## src/rtl/line_tracker.sv

```systemverilog
// line_tracker: debounces three IR line sensors and steers via a small FSM.
// Emits registered mode/speed/lost for the motor driver; speed ramps toward a per-state target.
//
// state  | meaning
// IDLE   | stopped, waiting for en with a filtered pattern
// FWD    | line centred, cruise speed
// LEFT   | line off to the left, turning left
// RIGHT  | line off to the right, turning right
// SEARCH | line lost, turning toward last_dir until timeout
// HALT   | search timed out, sticky until en drops
module line_tracker #(
  parameter int          FILTER_CYCLES = 100000,
  parameter int          LOST_TIMEOUT  = 50000000,
  parameter int          RAMP_DIV      = 100000,
  parameter logic [9:0]  RAMP_STEP     = 10'd50,
  parameter logic [9:0]  CRUISE_SPEED  = 10'd700,
  parameter logic [9:0]  TURN_SPEED    = 10'd500
) (
  input  logic       clk,
  input  logic       rst,
  input  logic       en,
  input  logic [2:0] sensor,
  output logic [1:0] mode,
  output logic [9:0] speed,
  output logic       lost
);

  localparam int FW = (FILTER_CYCLES > 1) ? $clog2(FILTER_CYCLES) : 1;
  localparam int TW = (LOST_TIMEOUT > 1) ? $clog2(LOST_TIMEOUT) : 1;
  localparam int PW = (RAMP_DIV > 1) ? $clog2(RAMP_DIV) : 1;
  localparam logic [FW-1:0] FILT_LAST = FW'(FILTER_CYCLES - 1);
  localparam logic [TW-1:0] LOST_LAST = TW'(LOST_TIMEOUT - 1);
  localparam logic [PW-1:0] PRE_LAST  = PW'(RAMP_DIV - 1);

  typedef enum logic [2:0] {
    S_IDLE, S_FWD, S_LEFT, S_RIGHT, S_SEARCH, S_HALT
  } state_t;

  logic          en_s1, en_s2;
  logic [2:0]    sen_s1, sen_s2;
  logic [FW-1:0] stab_cnt;
  logic [2:0]    filt;
  state_t        state, state_nx;
  logic          dir_left, dir_left_nx;
  logic [TW-1:0] search_cnt;
  logic [PW-1:0] pre_cnt;
  logic [9:0]    target, speed_nx;
  logic [10:0]   up_sum, dn_diff;

  always_ff @(posedge clk or posedge rst) begin
    if (rst) begin
      en_s1  <= 1'b0;
      en_s2  <= 1'b0;
      sen_s1 <= 3'b000;
      sen_s2 <= 3'b000;
    end else begin
      en_s1  <= en;
      en_s2  <= en_s1;
      sen_s1 <= sensor;
      sen_s2 <= sen_s1;
    end
  end

  // sen_s1 is the next value of sen_s2, so comparing them restarts the count
  // on the same edge the synchronized pattern changes.
  always_ff @(posedge clk or posedge rst) begin
    if (rst) begin
      stab_cnt <= '0;
      filt     <= 3'b000;
    end else begin
      if (sen_s1 != sen_s2)
        stab_cnt <= '0;
      else if (stab_cnt != FILT_LAST)
        stab_cnt <= stab_cnt + FW'(1);
      if (stab_cnt == FILT_LAST)
        filt <= sen_s2;
    end
  end

  function automatic state_t decode(input logic [2:0] f, input state_t cur);
    state_t nx;
    case (f)
      3'b010, 3'b111: nx = S_FWD;
      3'b100, 3'b110: nx = S_LEFT;
      3'b001, 3'b011: nx = S_RIGHT;
      3'b101:         nx = (cur == S_IDLE) ? S_FWD : cur;
      default:        nx = S_SEARCH;
    endcase
    return nx;
  endfunction

  always_comb begin
    state_nx = state;
    if (!en_s2) begin
      state_nx = S_IDLE;
    end else begin
      case (state)
        S_HALT:   state_nx = S_HALT;
        S_SEARCH: state_nx = (filt == 3'b000 && search_cnt == LOST_LAST) ? S_HALT
                                                                         : decode(filt, state);
        default:  state_nx = decode(filt, state);
      endcase
    end
  end

  always_comb begin
    dir_left_nx = dir_left;
    if (state_nx == S_LEFT)
      dir_left_nx = 1'b1;
    else if (state_nx == S_RIGHT)
      dir_left_nx = 1'b0;
  end

  always_ff @(posedge clk or posedge rst) begin
    if (rst) begin
      state      <= S_IDLE;
      dir_left   <= 1'b1;
      search_cnt <= '0;
      mode       <= 2'b00;
      lost       <= 1'b0;
    end else begin
      state    <= state_nx;
      dir_left <= dir_left_nx;
      if (state != S_SEARCH)
        search_cnt <= '0;
      else if (search_cnt != LOST_LAST)
        search_cnt <= search_cnt + TW'(1);
      lost <= (state_nx == S_HALT);
      case (state_nx)
        S_FWD:    mode <= 2'b01;
        S_LEFT:   mode <= 2'b10;
        S_RIGHT:  mode <= 2'b11;
        S_SEARCH: mode <= dir_left_nx ? 2'b10 : 2'b11;
        default:  mode <= 2'b00;
      endcase
    end
  end

  always_comb begin
    case (state)
      S_FWD:                     target = CRUISE_SPEED;
      S_LEFT, S_RIGHT, S_SEARCH: target = TURN_SPEED;
      default:                   target = 10'd0;
    endcase
  end

  assign up_sum  = {1'b0, speed} + {1'b0, RAMP_STEP};
  assign dn_diff = {1'b0, speed} - {1'b0, RAMP_STEP};

  // Bit 10 of dn_diff is the borrow, so a step below zero clamps to target.
  always_comb begin
    speed_nx = speed;
    if (speed < target)
      speed_nx = (up_sum > {1'b0, target}) ? target : up_sum[9:0];
    else if (speed > target)
      speed_nx = (dn_diff[10] || dn_diff[9:0] < target) ? target : dn_diff[9:0];
  end

  always_ff @(posedge clk or posedge rst) begin
    if (rst) begin
      pre_cnt <= '0;
      speed   <= 10'd0;
    end else begin
      if (pre_cnt == PRE_LAST) begin
        pre_cnt <= '0;
        speed   <= speed_nx;
      end else begin
        pre_cnt <= pre_cnt + PW'(1);
      end
    end
  end

endmodule
```

## config.mk

```make
export PLATFORM = sky130hd
export DESIGN_NAME = line_tracker
export DESIGN_NICKNAME = d
export VERILOG_FILES = /design/src/rtl/line_tracker.sv
export SDC_FILE = /design/constraint.sdc
export NUM_CORES = 1
export LEC_CHECK = 0
export BUFFER_PORTS_ARGS = -buffer_cell sky130_fd_sc_hd__buf_2
export CAP_MARGIN = 10
export CORE_AREA = 4 4 133 135
export DETAILED_ROUTE_END_ITERATION = 6
export DIE_AREA = 0 0 137 139
export SKIP_LAST_GASP = 1
export SYNTH_ARGS = -nofsm -noshare
export SYNTH_HDL_FRONTEND = slang
export SYNTH_SLANG_ARGS = --single-unit
```

## constraint.sdc

```tcl
create_clock -name clk -period 3.4 [get_ports clk]
set_clock_uncertainty 0.05 [all_clocks]
set_input_delay 0.17 -clock clk [delete_from_list [all_inputs] [get_ports clk]]
set_output_delay 0.17 -clock clk [all_outputs]
set_load 0.01 [all_outputs]
```

==> results.txt, run 1 <==
----------------------------------------------------
[Yosys]
  Top area cells in the synthesized netlist ... sky130_fd_sc_hd__dfrtp_1 (41%), sky130_fd_sc_hd__ha_1 (6.9%), sky130_fd_sc_hd__xor2_1 (6.2%), sky130_fd_sc_hd__nor2_1 (4.9%), sky130_fd_sc_hd__xnor2_1 (4.3%)
  Number of register bits inferred by synthesis ... 87
  Adder-Cell Fraction of Synth Area ... 6.93%
  Avg Inst Size Synth ... 9.61 sq um
  Most common flop cell mapped by yosys ... sky130_fd_sc_hd__dfrtp_1
  Cell count after synthesis ... 545
  Post-Syn Area ... 0.00524 sq mm
  Distinct cell type count of the synthesized netlist ... 68
  Sequential fraction of the synthesis area ... 41.6%
  Main combinational cell family by area after synthesis ... simple AND/OR/NAND/NOR gates
  Complex-gate fraction of the synthesized area ... 12.4%
  Largest area contributor in the netlist ... sky130_fd_sc_hd__dfrtp_1
  Ys Warns ... 0
  Proportion of register bits with asynchronous set or reset after synthesis ... 100%
  Multiplexer fraction of the synthesized cell area ... 1.41%
  Area share of xor/xnor cells in the synthesized design ... 10.5%
  Simple-gate share of the synthesized area ... 23.9%
  Syn nets ... 580
  Post-synth top area share ... 41.1%
  Number of enable-type register cells in the synthesized netlist ... 0

[Clocking]
  Number of buffers created by CTS ... 9
  Clock input transition at the sequential cells of the worst setup and hold paths ... 0.07 ns
  CTS tree ... built
  Max H-tree Level ... 3
  Sink count of the clock tree ... 87
  Clock latency of the later-clocked register in the worst-skew pair ... 0.35 ns
  Largest buffer count on any clock path ... 2
  Clock Tree Root ... sky130_fd_sc_hd__clkbuf_16

[Setup path]
  Family with the most delay on the worst path ... compound AO/OA/AOI/OAI gates
  Cell type of the slowest stage on the worst timing path ... sky130_fd_sc_hd__dfrtp_1
  Worst-path fanout max ... 8
  Signal arrival time at the worst endpoint ... 3.42 ns
  Slack of the worst reg-to-reg path ... 0.19 ns
  Critical path class ... register to register
  Slowest Stage Delay on Critical Path ... 0.49 ns
  Cell Chain, Critical Path ... inv_1 > ha_1 > nand2b_1 > a31oi_1 > xor2_1 > ha_1 > o21a_1 > o21a_1 > o2111ai_1 > o221a_2 > a21oi_1 > a211oi_1
  Startpoint class of the critical path ... register
  Endpoint kind of the worst setup timing path ... register
  Critical path data required time ... 3.61 ns
  Sum of buffers and inverters on the critical path ... 1

[Die]
  I/O pin count ... 19
  Die footprint ... 0.0190 sq mm
  Die extent in y ... 139 um
  Area of the core region ... 0.0165 sq mm
  Floorplan die width ... 137 um
  Site Rows ... 47
  Starting Density ... 31.8%

[Layout]
  Non-filler instance count after layout ... 795
  Area delta synth->final ... 14.0%
  Layout cell share with drive strength beyond 1 ... 12.3%
  Antenna diode instance count ... 0
  Post-layout net count ... 605

[Global route]
  Overflow left after global routing ... 0
  Number of global-route vias before repair ... 4234
  Maximum number of pins on one net before global-route repair ... 47
  Overall Global Routing Usage ... 13.2%
  First-pass GRT wire length ... 20400 um
  Antenna violations before repair ... 0

[Placed design]
  IO buf count ... 17
  Placed insts ... 774
  HPWL Detailed ... 8420 um
  Worst setup slack before clock tree synthesis ... 0.101 ns
  RD Place Congestion ... 0.913

[Timing]
  Number of setup violations in the final report ... 0
  Max-Slew Margin vs Limit ... 45.2%
  Worst setup margin ... 0.186 ns
  Count of pins over their slew limit ... 0
  Tightest Pin Transition ... 0.821 ns
  Aggregate negative setup slack ... 0 ns
  Setup repair after global routing missed its margin ... false
  Fin crit share ... 94.5%
  Endpoints failing hold ... 0
  Highest attainable clock frequency ... 311 MHz
  Min Tclk post-route ... 3.21 ns

[Drt]
  First drt pass iteration count ... 4
  Vias ... 4051
  Wire per inst ... 14.5 um
  Post-detailed-route DRC marker count ... 0
  Length of routed met2 wiring ... 5630 um
  Average via count per standard cell ... 5.10
  Initial DRC Count ... 247
  Remaining antenna violation count after routing ... 0
  Met1 wire length ... 5260 um
  Routed WL ... 11500 um
  Met3 WL post-DR ... 451 um
  Max Used Layer ... met4

[Power and ir drop]
  Pwr Total ... 2.26 mW
  VDD IR-drop max ... 0.416 mV
  Power density normalized to cell area ... 379 mW/mm^2
  Leakage power total ... 2.61 nW

[Status]
  Status ... complete, no violations

[Worst hold path]
  Hold Path Class ... register to register

[Flow run]
  Max Cap Viol ... 0

----------------------------------------------------
==> power breakdown <==
| part | switching, mW | leakage (nW) | internal, mW |
|---|---|---|---|
| sequential | 0.00875 | 1.17 | 1.05 |
| combinational | 0.0627 | 1.28 | 0.0328 |
| clock | 0.434 | 0.163 | 0.676 |
| total | 0.506 | 2.61 | 1.75 |
==> routing by layer <==
layer / track usage (%) / vias up
li1: - / 1999
met1: 16.9 / 1972
met2: 21.4 / 63
met3: 3.56 / 17
met4: 4.52 / 0
met5: 0 / -
==> worst paths after layout <==
| path | startpoint | end | cells after the start |
|---|---|---|---|
| min reg2reg | sen_s1[0]$_DFF_PP0_ | sen_s2[0]$_DFF_PP0_ | 0 |
| max in group asynchronous | rst | dir_left$_DFF_PP1_ | 4 |
| min | sen_s1[0]$_DFF_PP0_ | sen_s2[0]$_DFF_PP0_ | 0 |
| min in group asynchronous | rst | search_cnt[17]$_DFFE_PP0P_ | 3 |
| max | speed[1]$_DFFE_PP0P_ | speed[8]$_DFFE_PP0P_ | 12 |
| max reg2reg | speed[1]$_DFFE_PP0P_ | speed[8]$_DFFE_PP0P_ | 12 |
==> logic make-up after synthesis <==
| group | count (synthesis) |
|---|---|
| AOI/OAI and AO/OA | 88 |
| other | 1 |
| buffers and inverters | 36 |
| muxes | 7 |
| adders and majority gates | 29 |
| DFF | 87 |
| xor gates and xnor gates | 63 |
| and+or+nand+nor | 234 |
==> sequential cells by signal, summed over array words and instances, names as in the netlist, 2 cells and up <==
name	count
pre_cnt	17
mode	2
stab_cnt	17
search_cnt	26
sen_s1	3
speed	9
sen_s2	3
filt	3
state	3
==> layout by cell type, fill, tap and decap left out, types with 17 or more instances in the layout <==
cell,n
sky130_fd_sc_hd__buf_2,17
sky130_fd_sc_hd__ha_1,29
sky130_fd_sc_hd__nor2_1,69
sky130_fd_sc_hd__nand2_1,34
sky130_fd_sc_hd__a21oi_1,25
sky130_fd_sc_hd__dfrtp_1,86
sky130_fd_sc_hd__xor2_1,37
sky130_fd_sc_hd__nand3_1,26
sky130_fd_sc_hd__nand4_1,20
sky130_fd_sc_hd__xnor2_1,26
==> final cells by class <==
type | count | area, sq um
clock inverter | 6 | 98.8
clock buffer | 10 | 239
sequential | 87 | 2180
fill | 1715 | 10500
timing repair buffer | 31 | 203
multi-input combinational | 422 | 2900
inverter | 19 | 72.6
tap | 220 | 275
==> metrics by stage <==
step / util (%) / hold WS [ns] / area (sq um)
after CTS: 36.2 / 0.346 / 5960
after global placement: 33.8 / 0.229 / 5570
after global routing: 36.3 / 0.361 / 5970
after detailed placement: 33.8 / 0.229 / 5570
final: 36.3 / 0.344 / 5970
after floorplan: - / 0.151 / 5240
==> repair_timing <==
action                                  in CTS  in global routing
hold endpoints to repair                    48                  0
setup buffers                                0                  0
hold buffers                                 5                  0
gates resized for setup                      0                  3
endpoints found under the setup margin       0                  8
==> cells in the mapped netlist, types with 2 or more instances <==
library cell                 n
sky130_fd_sc_hd__a211oi_1    6
sky130_fd_sc_hd__a21o_1      2
sky130_fd_sc_hd__a21oi_1    25
sky130_fd_sc_hd__a22oi_1     2
sky130_fd_sc_hd__a311oi_1    2
sky130_fd_sc_hd__a31oi_1     2
sky130_fd_sc_hd__and2_1      6
sky130_fd_sc_hd__and3_1     15
sky130_fd_sc_hd__and4_1      2
sky130_fd_sc_hd__buf_2       6
sky130_fd_sc_hd__buf_4       3
sky130_fd_sc_hd__buf_6       2
sky130_fd_sc_hd__clkbuf_1    6
sky130_fd_sc_hd__dfrtp_1    86
sky130_fd_sc_hd__ha_1       29
sky130_fd_sc_hd__inv_1      17
sky130_fd_sc_hd__inv_2       2
sky130_fd_sc_hd__mux2_2      3
sky130_fd_sc_hd__mux2i_1     4
sky130_fd_sc_hd__nand2_1    34
sky130_fd_sc_hd__nand2b_1    3
sky130_fd_sc_hd__nand3_1    26
sky130_fd_sc_hd__nand3b_1    4
sky130_fd_sc_hd__nand4_1    20
sky130_fd_sc_hd__nand4_2     2
sky130_fd_sc_hd__nand4b_1    4
sky130_fd_sc_hd__nor2_1     69
sky130_fd_sc_hd__nor2b_1     3
sky130_fd_sc_hd__nor3_1     15
sky130_fd_sc_hd__nor4_1      5
sky130_fd_sc_hd__nor4bb_1    2
sky130_fd_sc_hd__o2111ai_1   2
sky130_fd_sc_hd__o211ai_1    7
sky130_fd_sc_hd__o21a_1      4
sky130_fd_sc_hd__o21ai_0    16
sky130_fd_sc_hd__o21ai_1     4
sky130_fd_sc_hd__o221a_2     2
sky130_fd_sc_hd__o31a_1      2
sky130_fd_sc_hd__o31ai_1     2
sky130_fd_sc_hd__or3_1      10
sky130_fd_sc_hd__xnor2_1    26
sky130_fd_sc_hd__xor2_1     37
No activity file was read; power rests on OpenSTA's default activity.
==> run 2: changes to the inputs <==
CORE_AREA = 4 4 97 99   (was 4 4 133 135)
DIE_AREA = 0 0 101 103   (was 0 0 137 139)
PLACE_DENSITY = 0.79   (was unset)
TNS_END_PERCENT = 20   (was unset)
==> run 2 against run 1 <==
- global-route usage grew 9.3 points
- register-to-register slack improved by 0.02 ns
- die area decreased by 45%
- cell area decreased by 4.3%
- utilization up 31 points
- worst setup slack improved by 0.021 ns
- sequential cell count unchanged
- total power down 15%
- sequential share of layout area grew 1.6 points
==> results.txt, run 2 (synthesis gave the netlist of run 1 again) <==
----------------------------------------------------
[Status]
  Status ... complete, no violations (unchanged)

[Setup path]
  Slowest Stage Delay on Critical Path ... 0.52 ns (was 0.49 ns)
  Critical path class ... register to register (unchanged)
  Cell type of the slowest stage on the worst timing path ... sky130_fd_sc_hd__dfrtp_1 (unchanged)
  Signal arrival time at the worst endpoint ... 3.40 ns (was 3.42 ns)
  Slack of the worst reg-to-reg path ... 0.21 ns (was 0.19 ns)
  Cell depth of the worst flop-to-flop path ... 12 (unchanged)
  Critical path data required time ... 3.61 ns (about the same)
  Endpoint kind of the worst setup timing path ... register (unchanged)
  Cell Chain, Critical Path ... inv_1 > ha_1 > nand2b_1 > a31oi_1 > xor2_1 > ha_1 > o21a_1 > o21a_1 > o32a_4 > a21oi_2 > o31ai_1 > a211oi_1 (was inv_1 > ha_1 > nand2b_1 > a31oi_1 > xor2_1 > ha_1 > o21a_1 > o21a_1 > o2111ai_1 > o221a_2 > a21oi_1 > a211oi_1)
  Startpoint class of the critical path ... register (unchanged)
  Family with the most delay on the worst path ... compound AO/OA/AOI/OAI gates (unchanged)
  FF-to-FF End ... speed[3]$_DFFE_PP0P_ (was speed[8]$_DFFE_PP0P_)
  Sum of buffers and inverters on the critical path ... 1 (unchanged)
  Source of the worst register-to-register timing path ... speed[1]$_DFFE_PP0P_ (unchanged)
  Worst-path fanout max ... 8 (unchanged)

[Layout]
  Leading cell type in the layout, fill and taps excluded ... sky130_fd_sc_hd__dfrtp_1 (unchanged)
  Leading cell types in the layout, fill and taps excluded ... sky130_fd_sc_hd__dfrtp_1 (86), sky130_fd_sc_hd__nor2_1 (69), sky130_fd_sc_hd__xor2_1 (37) (unchanged)
  Area delta synth->final ... 9.08% (was 14.0%)
  Registers with the highest flip-flop counts ... search_cnt (26), pre_cnt (17), stab_cnt (17) (unchanged)
  Post-route cell area ... 0.00571 sq mm (was 0.00597 sq mm)
  Finished Core Util ... 66.8% (was 36.3%)
  Top reg by flops ... search_cnt (unchanged)
  Antenna diode instance count ... 0 (unchanged)
  Post-layout net count ... 607 (was 605)
  Max FFs per register ... 26 (unchanged)
  Filler Cell Count ... 635 (was 1715)
  Layout cell share with drive strength beyond 1 ... 12.3% (about the same)

[Clocking]
  Setup bufs post-CTS ... 0 (unchanged)
  Largest buffer count on any clock path ... 2 (unchanged)
  Max H-tree Level ... 3 (unchanged)
  Clock Tree Root ... sky130_fd_sc_hd__clkbuf_8 (was sky130_fd_sc_hd__clkbuf_16)
  Clock input transition at the sequential cells of the worst setup and hold paths ... 0.10 ns (was 0.07 ns)
  Sink count of the clock tree ... 87 (unchanged)
  CTS tree ... built (unchanged)
  Number of buffers created by CTS ... 9 (unchanged)
  Clock latency of the later-clocked register in the worst-skew pair ... 0.36 ns (was 0.35 ns)

[Drt]
  Initial DRC Count ... 249 (was 247)
  Wire per inst ... 16.3 um (was 14.5 um)
  Average via count per standard cell ... 6.12 (was 5.10)
  Remaining antenna violation count after routing ... 0 (unchanged)
  Routed WL ... 11200 um (was 11500 um)
  First drt pass iteration count ... 5 (was 4)
  Vias ... 4195 (was 4051)
  Post-detailed-route DRC marker count ... 0 (unchanged)

[Timing]
  Tightest Pin Transition ... 0.684 ns (was 0.821 ns)
  Number of setup violations in the final report ... 0 (unchanged)
  Min Tclk post-route ... 3.19 ns (was 3.21 ns)
  Count of pins over their slew limit ... 0 (unchanged)
  Max-Slew Margin vs Limit ... 54.2% (was 45.2%)
  Endpoints failing hold ... 0 (unchanged)
  Setup repair after global routing missed its margin ... false (unchanged)
  Aggregate negative setup slack ... 0 ns (unchanged)
  Worst setup margin ... 0.207 ns (was 0.186 ns)
  Highest attainable clock frequency ... 313 MHz (was 311 MHz)
  Fin crit share ... 93.9% (was 94.5%)

[Placed design]
  IO buf count ... 17 (unchanged)
  Placed instance area ... 0.00544 sq mm (was 0.00557 sq mm)
  Worst setup slack before clock tree synthesis ... 0.261 ns (was 0.101 ns)
  RD Place Congestion ... 0.932 (was 0.913)
  HPWL Detailed ... 7920 um (was 8420 um)

[Global route]
  First-pass GRT wire length ... 18800 um (was 20400 um)
  Antenna violations before repair ... 0 (unchanged)
  Overall Global Routing Usage ... 22.5% (was 13.2%)
  Maximum number of pins on one net before global-route repair ... 33 (was 47)
  Overflow left after global routing ... 0 (unchanged)
  Number of global-route vias before repair ... 4123 (was 4234)

[Power and ir drop]
  VDD IR-drop max ... 0.307 mV (was 0.416 mV)
  Leakage power total ... 2.56 nW (was 2.61 nW)
  Power density normalized to cell area ... 337 mW/mm^2 (was 379 mW/mm^2)

[Die]
  Site Rows ... 34 (was 47)
  I/O pin count ... 19 (unchanged)
  Die extent in y ... 103 um (was 139 um)
  Die footprint ... 0.0104 sq mm (was 0.0190 sq mm)
  Area of the core region ... 0.00855 sq mm (was 0.0165 sq mm)
  Floorplan die width ... 101 um (was 137 um)
  Starting Density ... 61.3% (was 31.8%)

[Worst hold path]
  Hold Path Class ... input port to asynchronous set/reset pin (was register to register)

[Flow run]
  Max Cap Viol ... 0 (unchanged)

----------------------------------------------------
## run 2: cell count changes in the layout (fill, tap and decap cells not counted), moves of 2 or more
cell / previous run / this run
sky130_fd_sc_hd__clkinv_4: 0 / 2
sky130_fd_sc_hd__clkbuf_16: 9 / 0
sky130_fd_sc_hd__clkbuf_8: 1 / 11
sky130_fd_sc_hd__buf_4: 9 / 11
sky130_fd_sc_hd__inv_8: 2 / 0
## run 2: timing repair
| item | CTS | global route |
|---|---|---|
| hold buffers | 5 | 0 |
| endpoints found under the setup margin | 0 | 1 |
| endpoints found under the hold margin | 32 | 0 |
| resized for setup | 0 | 1 |
## run 2: power breakdown
group,total (mW),internal [mW],switching (mW)
registers,1.05,1.04,0.00820
clock network,0.779,0.386,0.394
logic,0.0957,0.0335,0.0623
total,1.93,1.46,0.464
## run 2: area by class of cell
type | instances | area [sq um] | share of cell area [%]
Inverter | 19 | 72.6 | 1.27
Sequential cell | 87 | 2180 | 38.1
Clock inverter | 5 | 63.8 | 1.12
Clock buffer | 11 | 151 | 2.65
Timing Repair Buffer | 33 | 218 | 3.81
Tap cell | 108 | 135 | 2.37
Multi-Input combinational cell | 422 | 2890 | 50.7
## run 2: how the worst max path moves through the flow
stage,from,end,depth (start not counted)
after floorplan,state[0]$_DFF_PP0_,speed[7]$_DFFE_PP0P_,13
after global placement,speed[1]$_DFFE_PP0P_,speed[8]$_DFFE_PP0P_,11
after detailed placement,state[0]$_DFF_PP0_,speed[7]$_DFFE_PP0P_,12
after CTS,speed[1]$_DFFE_PP0P_,speed[3]$_DFFE_PP0P_,12
after global routing,state[0]$_DFF_PP0_,speed[3]$_DFFE_PP0P_,12
final,speed[1]$_DFFE_PP0P_,speed[3]$_DFFE_PP0P_,12
## run 2: per-stage QoR
stage                     cells  hold slack [ns]  total power [mW]
after detailed placement    664            0.161              1.16
after floorplan             545            0.151              1.14
final                       685            0.321              1.93
after global placement      664            0.151              1.16
after CTS                   685            0.322              1.94
after global routing        685            0.340              1.99
## run 2: routing by layer
layer  vias up  part of all wire (%)  global-route usage [%]
met5         -                     0                       0
met1      2031                    43                    28.9
li1       2005                     -                       -
met3        19                   5.6                    3.11
met4         0                   1.9                    9.92
met2       140                    50                    38.2
## run 2: worst reg2reg max path: cells and delay by family (launching register included)
family | cells | cell delay, ns
AO/OA/AOI/OAI | 7 | 1.49
adder cells (fa/ha/maj) | 2 | 0.54
flip-flops | 1 | 0.52
XOR/XNOR | 1 | 0.23
buffers and inverters | 1 | 0.14
AND/OR/NAND/NOR | 1 | 0.11
==> run 3: changes to the inputs <==
CELL_PAD_IN_SITES_DETAIL_PLACEMENT = 0   (was unset)
CELL_PAD_IN_SITES_GLOBAL_PLACEMENT = 1   (was unset)
CORE_AREA = 4 4 104 116   (was 4 4 97 99)
DIE_AREA = 0 0 108 120   (was 0 0 101 103)
MAX_ROUTING_LAYER = met4   (was unset)
PLACE_DENSITY = unset   (was 0.79)
PLACE_DENSITY_LB_ADDON = 0.1   (was unset)
==> run 3 against run 2 <==
- utilization down 13 points
- worst setup slack better by 0.051 ns
- sequential share of layout area decreased by 0.64 points
==> results.txt, run 3 (synthesis gave the netlist of run 1 again) <==
----------------------------------------------------
[Setup path]
  Critical path data required time ... 3.57 ns (was 3.61 ns)
  Worst-path fanout max ... 7 (was 8)
  Endpoint kind of the worst setup timing path ... register (unchanged)
  Signal arrival time at the worst endpoint ... 3.31 ns (was 3.40 ns)
  Startpoint class of the critical path ... register (unchanged)
  Critical path class ... register to register (unchanged)

[Layout]
  Max FFs per register ... 26 (unchanged)
  Antenna diode instance count ... 0 (unchanged)
  Post-layout net count ... 606 (was 607)
  Layout cell share with drive strength beyond 1 ... 12.0% (was 12.3%)
  Filler Cell Count ... 1056 (was 635)
  Top reg by flops ... search_cnt (unchanged)
  Leading cell type in the layout, fill and taps excluded ... sky130_fd_sc_hd__dfrtp_1 (unchanged)
  Registers with the highest flip-flop counts ... search_cnt (26), pre_cnt (17), stab_cnt (17) (unchanged)
  Leading cell types in the layout, fill and taps excluded ... sky130_fd_sc_hd__dfrtp_1 (86), sky130_fd_sc_hd__nor2_1 (69), sky130_fd_sc_hd__xor2_1 (37) (unchanged)
  Area delta synth->final ... 10.9% (was 9.08%)

[Clocking]
  Sink count of the clock tree ... 87 (unchanged)
  Clock latency of the later-clocked register in the worst-skew pair ... 0.34 ns (was 0.36 ns)
  Clock Tree Root ... sky130_fd_sc_hd__clkbuf_16 (was sky130_fd_sc_hd__clkbuf_8)
  Setup bufs post-CTS ... 0 (unchanged)
  Max H-tree Level ... 3 (unchanged)
  CTS tree ... built (unchanged)
  Clock input transition at the sequential cells of the worst setup and hold paths ... 0.06 ns (was 0.10 ns)
  Largest buffer count on any clock path ... 2 (unchanged)
  Number of buffers created by CTS ... 9 (unchanged)

[Drt]
  First drt pass iteration count ... 4 (was 5)
  Post-detailed-route DRC marker count ... 0 (unchanged)
  Average via count per standard cell ... 5.58 (was 6.12)
  Initial DRC Count ... 146 (was 249)
  Remaining antenna violation count after routing ... 0 (unchanged)
  Wire per inst ... 15.5 um (was 16.3 um)
  Vias ... 4028 (was 4195)
  Routed WL ... 11200 um (about the same)

[Flow run]
  Max Cap Viol ... 0 (unchanged)

[Power and ir drop]
  Leakage power total ... 2.58 nW (was 2.56 nW)
  VDD IR-drop max ... 0.219 mV (was 0.307 mV)
  Power density normalized to cell area ... 357 mW/mm^2 (was 337 mW/mm^2)
  Pwr Total ... 2.07 mW (was 1.93 mW)

[Global route]
  GR Layer Usage met1 ... 25.5% (was 28.9%)
  Number of global-route vias before repair ... 4083 (was 4123)
  Most used routing layer ... met2 (unchanged)
  Met3 Track Usage GR ... 3.23% (was 3.11%)
  Maximum number of pins on one net before global-route repair ... 88 (was 33)
  Routing usage on met2 ... 29.5% (was 38.2%)
  First-pass GRT wire length ... 19600 um (was 18800 um)
  Overflow left after global routing ... 0 (unchanged)
  Antenna violations before repair ... 0 (unchanged)
  Overall Global Routing Usage ... 19.1% (was 22.5%)

[Timing]
  Tightest Pin Transition ... 1.09 ns (was 0.684 ns)
  Aggregate negative setup slack ... 0 ns (unchanged)
  Endpoints failing hold ... 0 (unchanged)
  Number of setup violations in the final report ... 0 (unchanged)
  Highest attainable clock frequency ... 318 MHz (was 313 MHz)
  Min Tclk post-route ... 3.14 ns (was 3.19 ns)
  Setup repair after global routing missed its margin ... false (unchanged)
  Max-Slew Margin vs Limit ... 27.1% (was 54.2%)
  Fin crit share ... 92.4% (was 93.9%)
  Count of pins over their slew limit ... 0 (unchanged)

[Status]
  Status ... complete, no violations (unchanged)

[Die]
  Die extent in y ... 120 um (was 103 um)
  I/O pin count ... 19 (unchanged)
  Area of the core region ... 0.0109 sq mm (was 0.00855 sq mm)
  Starting Density ... 48.2% (was 61.3%)
  Floorplan die width ... 108 um (was 101 um)
  Site Rows ... 40 (was 34)
  Die footprint ... 0.0130 sq mm (was 0.0104 sq mm)

[Worst hold path]
  Hold Path Class ... input port to asynchronous set/reset pin (unchanged)

[Placed design]
  RD Place Congestion ... 0.906 (was 0.932)
  HPWL Detailed ... 7950 um (was 7920 um)
  IO buf count ... 17 (unchanged)

----------------------------------------------------
## run 3: routing by layer
layer  wire length, um  share of wire (%)
met2              5120                 46
met5                 0                  0
met1              5470                 49
met3               368                3.3
met4               217                1.9
## run 3: final cells by class
cell class	count	area, sq um	area share (%)
multi-input cells	422	2900	49.8
flip-flops and latches	87	2180	37.5
clock buffers	11	243	4.18
repair buffers	32	208	3.57
well taps	147	184	3.17
inverters	19	72.6	1.25
clock inverters	4	30.0	0.517
## run 3: path summary, 6_finish.rpt
check,start,endpoint,slack [ns],cells past startpoint
worst max-delay path,speed[2]$_DFFE_PP0P_,speed[6]$_DFFE_PP0P_,0.26,12
worst min-delay path,rst,en_s1$_DFF_PP0_,0.12,3
worst max register to register,speed[2]$_DFFE_PP0P_,speed[6]$_DFFE_PP0P_,0.26,12
worst min register to register,en_s1$_DFF_PP0_,en_s2$_DFF_PP0_,0.30,0
max in group asynchronous,rst,speed[3]$_DFFE_PP0P_,2.47,3
min in group clk,en_s1$_DFF_PP0_,en_s2$_DFF_PP0_,0.30,0
## run 3: critical path: stages (launching register included)
cell	delay, ns
sky130_fd_sc_hd__dfrtp_1	0.48
sky130_fd_sc_hd__ha_1	0.26
sky130_fd_sc_hd__a21oi_1	0.22
sky130_fd_sc_hd__nand2_1	0.10
sky130_fd_sc_hd__and2_1	0.15
sky130_fd_sc_hd__xor2_1	0.26
sky130_fd_sc_hd__ha_1	0.30
sky130_fd_sc_hd__or2_2	0.29
sky130_fd_sc_hd__o31a_1	0.12
sky130_fd_sc_hd__o21a_1	0.16
sky130_fd_sc_hd__o21ai_0	0.30
sky130_fd_sc_hd__o221ai_1	0.18
sky130_fd_sc_hd__o221a_2	0.15
## run 3: what timing repair did
action,in CTS,in global routing
endpoints found under the setup margin,0,4
hold buffers,4,0
gates resized for setup,0,1
hold endpoints to repair,4,0
## run 3: report_power, final
group / switching (mW) / total (mW) / internal, mW
logic: 0.0616 / 0.0935 / 0.0319
clock network: 0.410 / 0.926 / 0.516
registers: 0.00820 / 1.05 / 1.05
## run 3: stage by stage
step	worst slack, ns	hold slack [ns]	cell area (sq um)	util [%]	std cells
global placement	0.229	0.231	5490	50.6	703
global route	0.0546	0.245	5810	53.5	722
CTS	0.159	0.187	5810	53.5	722
finish	0.257	0.123	5810	53.5	722
detailed placement	0.178	0.230	5490	50.6	703
floorplan	0.455	0.151	5240	-	545
